`config.mk`:
```
export PLATFORM = sky130hd
export DESIGN_NAME = cdb_arbiter
export DESIGN_NICKNAME = d
export VERILOG_FILES = /design/src/rtl/cdb_pkg.sv /design/src/rtl/cdb_arbiter_rr_arbiter.sv /design/src/rtl/cdb_arbiter.sv
export SDC_FILE = /design/constraint.sdc
export NUM_CORES = 1
export LEC_CHECK = 0
export CELL_PAD_IN_SITES_DETAIL_PLACEMENT = 0
export CELL_PAD_IN_SITES_GLOBAL_PLACEMENT = 1
export CORE_ASPECT_RATIO = 1.4
export CORE_UTILIZATION = 26
export CTS_CLUSTER_DIAMETER = 200
export CTS_CLUSTER_SIZE = 30
export DETAILED_ROUTE_END_ITERATION = 8
export GPL_ROUTABILITY_DRIVEN = 1
export GPL_TIMING_DRIVEN = 0
export PLACE_DENSITY = 0.93
export SLEW_MARGIN = 20
export SYNTH_ARGS = -nofsm -noshare
export SYNTH_HDL_FRONTEND = slang
export SYNTH_SLANG_ARGS = --single-unit
```
`constraint.sdc`:
```
create_clock -name clk -period 7.6 [get_ports clk]
set_clock_uncertainty 0.2 [all_clocks]
set_input_delay 1.9 -clock clk [delete_from_list [all_inputs] [get_ports clk]]
set_output_delay 1.9 -clock clk [all_outputs]
set_load 0.02 [all_outputs]
```
`src/rtl/cdb_pkg.sv`:
```
// Shared CDB definitions: bus widths, the broadcast packet and the slot-reservation entry.
// Also used by the register status table and the reservation stations.
package cdb_pkg;
   localparam int TAG_W  = 6;
   localparam int DATA_W = 32;

   typedef struct packed {
      logic              valid;
      logic [TAG_W-1:0]  tag;
      logic [DATA_W-1:0] data;
   } cdb_pkt_t;

   typedef enum logic {
      OWN_MUL = 1'b0,
      OWN_DIV = 1'b1
   } slot_owner_e;

   typedef struct packed {
      logic        reserved;
      slot_owner_e owner;
   } slot_t;
endpackage

```
`src/rtl/cdb_arbiter_rr_arbiter.sv`:
```
// Round-robin arbiter: one-hot grant starting the search at ptr_q.
// The pointer moves past the winner only when a grant is issued.
module rr_arbiter #(
   parameter int NUM_REQ = 4
) (
   input  logic               clk,
   input  logic               reset,
   input  logic [NUM_REQ-1:0] req,
   input  logic               en,
   output logic [NUM_REQ-1:0] gnt
);
   localparam int PTR_W = (NUM_REQ > 1) ? $clog2(NUM_REQ) : 1;

   logic [PTR_W-1:0] ptr_q, ptr_d;
   logic             found;
   int               idx;

   always_comb begin
      gnt   = '0;
      ptr_d = ptr_q;
      found = 1'b0;
      idx   = 0;
      for (int k = 0; k < NUM_REQ; k++) begin
         idx = int'(ptr_q) + k;
         if (idx >= NUM_REQ) idx = idx - NUM_REQ;
         if (en && !found && req[idx]) begin
            found    = 1'b1;
            gnt[idx] = 1'b1;
            ptr_d    = (idx == NUM_REQ - 1) ? '0 : PTR_W'(idx + 1);
         end
      end
   end

   always_ff @(posedge clk) begin
      if (reset) ptr_q <= '0;
      else       ptr_q <= ptr_d;
   end
endmodule

```
`src/rtl/cdb_arbiter.sv`:
```
// Common Data Bus arbiter: fixed-latency units reserve future slots at issue time,
// variable-latency units share the remaining cycles round-robin. CDB is registered.
module cdb_arbiter
   import cdb_pkg::*;
#(
   parameter int NUM_REQ = 4,
   parameter int MUL_LAT = 4,
   parameter int DIV_LAT = 7
) (
   input  logic                      clk,
   input  logic                      reset,
   input  logic [NUM_REQ-1:0]        req_valid,
   input  logic [NUM_REQ*TAG_W-1:0]  req_tag,
   input  logic [NUM_REQ*DATA_W-1:0] req_data,
   output logic [NUM_REQ-1:0]        req_ready,
   input  logic                      rsv_mul_req,
   output logic                      rsv_mul_grant,
   input  logic                      rsv_div_req,
   output logic                      rsv_div_grant,
   input  logic                      mul_valid,
   input  logic [TAG_W-1:0]          mul_tag,
   input  logic [DATA_W-1:0]         mul_data,
   input  logic                      div_valid,
   input  logic [TAG_W-1:0]          div_tag,
   input  logic [DATA_W-1:0]         div_data,
   output logic                      cdb_valid,
   output logic [TAG_W-1:0]          cdb_tag,
   output logic [DATA_W-1:0]         cdb_data,
   output logic                      rsv_error
);
   // s_q[k] describes the bus slot k cycles from now.
   slot_t [DIV_LAT:0] s_q, s_d;
   cdb_pkt_t          cdb_q, cdb_d;
   logic              err_q, err_d;
   logic              slot_mul, slot_div;
   logic [NUM_REQ-1:0] gnt;

   assign rsv_div_grant = rsv_div_req & ~s_q[DIV_LAT].reserved;
   assign rsv_mul_grant = rsv_mul_req & ~s_q[MUL_LAT].reserved;

   always_comb begin
      for (int k = 0; k < DIV_LAT; k++) s_d[k] = s_q[k+1];
      s_d[DIV_LAT] = '0;
      if (rsv_div_grant) s_d[DIV_LAT-1] = '{reserved: 1'b1, owner: OWN_DIV};
      if (rsv_mul_grant) s_d[MUL_LAT-1] = '{reserved: 1'b1, owner: OWN_MUL};
   end

   assign slot_mul = s_q[0].reserved && (s_q[0].owner == OWN_MUL);
   assign slot_div = s_q[0].reserved && (s_q[0].owner == OWN_DIV);

   rr_arbiter #(.NUM_REQ(NUM_REQ)) u_rr (
      .clk   (clk),
      .reset (reset),
      .req   (req_valid),
      .en    (~s_q[0].reserved),
      .gnt   (gnt)
   );

   assign req_ready = gnt;

   always_comb begin
      cdb_d       = cdb_q;
      cdb_d.valid = 1'b0;
      err_d       = err_q;
      if (slot_mul) begin
         if (mul_valid) cdb_d = '{valid: 1'b1, tag: mul_tag, data: mul_data};
         else           err_d = 1'b1;
      end else if (slot_div) begin
         if (div_valid) cdb_d = '{valid: 1'b1, tag: div_tag, data: div_data};
         else           err_d = 1'b1;
      end else begin
         for (int i = 0; i < NUM_REQ; i++) begin
            if (gnt[i])
               cdb_d = '{valid: 1'b1, tag: req_tag[i*TAG_W +: TAG_W],
                         data: req_data[i*DATA_W +: DATA_W]};
         end
      end
      // A fixed-latency result outside its own slot is dropped and flagged.
      if (mul_valid && !slot_mul) err_d = 1'b1;
      if (div_valid && !slot_div) err_d = 1'b1;
   end

   always_ff @(posedge clk) begin
      if (reset) begin
         s_q   <= '0;
         cdb_q <= '0;
         err_q <= 1'b0;
      end else begin
         s_q   <= s_d;
         cdb_q <= cdb_d;
         err_q <= err_d;
      end
   end

   assign cdb_valid = cdb_q.valid;
   assign cdb_tag   = cdb_q.tag;
   assign cdb_data  = cdb_q.data;
   assign rsv_error = err_q;
endmodule

```
==> out/summary.txt, run 1 <==
Gpl congestion - 0.906
Power per cell area - 379 nW/um^2
# placed instances - 988
Critical R2R Launch - u_rr.ptr_q[0]
Commonest non-fill, non-tap cell in the layout - clkdlybuf4s50_1
Fin crit period - 7.32 ns
Number of vias per cell - 5.37
Area growth syn-to-layout - 77.8%
Initial antenna violation count - 0
Final Non-Filler Cells - 995
Most frequent cells in the layout - 282 x clkdlybuf4s50_1, 81 x nor2_1, 76 x o311a_1, 53 x dfxtp_1
Inserted Clock Buffers - 5
Endpoints failing hold - 0
Leak pwr - 2.92 nW
Die area - 16400 sq um
Postcts setup bufs - 0
FFs w/ async S/R, synth - 0%
Final period util - 96.4%
Final net count - 1043
Syn nets - 755
Seq/Total Area, Yosys - 25.6%
1st-iter DRT viols - 352
Core area - 15500 sq um
# clock sinks - 53
DRC violation count after routing - 0
Worst R2R Path Depth - 14
Min-delay src - s_d[5]
Vias - 5345
Later-pin clock latency in the skew report - 0.31 ns
Pin count of the biggest net entering global routing - 20
Post-DP HPWL - 15.4 mm
Clock Path Buffers - 2
Most used DFF post-synth - dfxtp_1
Cell Rows - 54
Status - finished, final reports clean
Die H - 151 um
Share of cells above drive strength 1 - 5.01%
Final setup violation count - 0
Type of the most critical hold path - flop to flop
Setup CP Type - input pin to output pin
IO buf count - 282
DRT Pass-1 Iters - 7
RSZ-0062 raised after global routing - false
Antenna-violating nets left - 0
R2r setup slk - 3.00 ns
Vias in the first global route - 5222
Clock Pin Slew Worst Setup and Hold Paths - 0.09 ns
CTS tree - yes
WHS Path Cells - 1
Largest fanout on the critical path - 10
Count of cells resized by post-cts repair - 0
Ant diodes - 0
Top cell type by total area after synthesis - dfxtp_1
Max-slew headroom - 52.6%
EDFF count, synth - 0
Max-cap viol count - 0
Fin. max-slew vios - 0
Final instance area - 7360 sq um
WHS Endpoint - s_d[3]
Initial Util - 26.6%
Post-DP Area - 7210 sq um
WL/cell - 20.3 um
Slew @ Worst Pin - 0.711 ns
Syn Std Cell Area - 4140 sq um
I/O pin total - 284
Total GRT Usage - 23.7%
Worst Setup Start Kind - input pin
H-tree depth - 2
F_max - 137 MHz
R2r endpoint - cdb_data[25]
Grt total ovfl - 0
CP Data Required Time - 5.50 ns
# hold bufs at CTS - 0
CTS root buf - clkbuf_16
Syn. warnings - 0
Synth area leaders - dfxtp_1 26%, o311a_1 18%, a222oi_1 9.2%
Critical Path Sink Type - output pin
Post-synthesis cell count - 510
First-pass GRT wire length - 29.2 mm
Unique masters post-synth - 47
Mean Syn Cell Area - 8.11 sq um
Total Wirelength - 20.2 mm
Post-synth top area share - 25.6%
Number of synthesized register bits - 53
Data arrival time of the critical path - 5.22 ns
Peak VDD IR - 0.000160 V
Setup TNS - 0 ns
Die W - 109 um
==> cells in the mapped netlist, types with 3 or more instances <==
cell type and number:
mux4_2 3, nor2b_1 12, buf_1 3, mux2i_1 3
ha_1 7, o311a_1 76, a31o_1 3, dfxtp_1 53
nand2b_1 3, buf_2 7, and3_1 5, nand2_1 4
nor3_1 30, a222oi_1 38, o31ai_1 39, nor2_1 81
clkbuf_1 47, a21oi_1 5, buf_4 4, inv_1 46
nor3_2 10
==> critical path, stage by stage <==
cell	delay, ns
clkdlybuf4s50_1	0.50
mux4_2	0.57
and3_1	0.22
a31o_1	0.19
a221oi_2	0.40
buf_4	0.28
clkbuf_1	0.50
inv_1	0.09
clkdlybuf4s50_1	0.56
==> sequential cells by signal (all words and copies together) (netlist names) <==
signal,cells
s_d,8
s_q,3
rsv_error,1
cdb_tag,6
cdb_data,32
cdb_valid,1
u_rr.ptr_q,2
==> worst max-delay path by stage <==
stage                       from           end
finish              req_valid[3]  req_ready[2]
global route        req_valid[3]  req_ready[2]
CTS                 req_valid[2]  req_ready[2]
detailed placement  req_valid[3]  req_ready[3]
global placement    req_valid[3]  req_ready[3]
floorplan           req_valid[3]  req_ready[3]
==> per-layer routing <==
metal	up-vias	part of all wire (%)	track usage, %
met5	-	0	0
met4	0	2.4	7.43
met3	29	6.0	3.53
met2	203	50	42.2
met1	2528	41	28.8
li1	2585	-	-
==> power breakdown <==
part | switching (mW) | leakage, nW | total [mW] | internal, mW
Combinational | 1.16 | 2.41 | 2.12 | 0.959
Sequential | 0.0488 | 0.439 | 0.418 | 0.370
Clock | 0.121 | 0.0763 | 0.248 | 0.127
Total | 1.33 | 2.92 | 2.79 | 1.46
==> logic make-up (layout without fill, tap and decap cells) <==
| logic type | Yosys count | in the layout | share of synthesized area (%) |
|---|---|---|---|
| flip-flops | 53 | 53 | 25.6 |
| adder cells (fa/ha/maj) | 7 | 7 | 2.12 |
| AO/OA/AOI/OAI | 174 | 174 | 38.6 |
| AND/OR/NAND/NOR | 159 | 159 | 19.9 |
| multiplexers | 8 | 8 | 2.90 |
| buffers and inverters | 109 | 398 | 10.8 |
==> per-stage QoR <==
| step | hold slack [ns] | setup WS (ns) | total power, mW | util (%) |
|---|---|---|---|---|
| finish | 0.238 | 0.276 | 2.79 | 47.3 |
| global route | 0.246 | 0.126 | 2.99 | 47.3 |
| CTS | 0.246 | 0.288 | 2.80 | 47.3 |
| detailed placement | 0.226 | 0.00288 | 2.55 | 46.4 |
| global placement | 0.219 | 0.0281 | 2.53 | 46.4 |
| floorplan | 0.214 | 1.71 | 1.81 | - |
==> final cells by class <==
class                   instances  area [sq um]
clock inverters                 3          28.8
multi-input cells             348          2630
plain buffers                  62           272
flip-flops and latches         53          1060
well taps                     196           245
fillers                      1522          8180
repair buffers                282          2820
clock buffers                   5           125
inverters                      46           173
(Power assumes the default switching activity.)
==> run 2, diff against run 1 <==
--- a/config.mk
+++ b/config.mk
@@ -5,6 +5,7 @@
 export SDC_FILE = /design/constraint.sdc
 export NUM_CORES = 1
 export LEC_CHECK = 0
+export ABC_CLOCK_PERIOD_IN_PS = 7600
 export CELL_PAD_IN_SITES_DETAIL_PLACEMENT = 0
 export CELL_PAD_IN_SITES_GLOBAL_PLACEMENT = 1
 export CORE_ASPECT_RATIO = 1.4
==> results of run 2 <==
The final DEF is identical to that of run 1; final timing and power are the same.
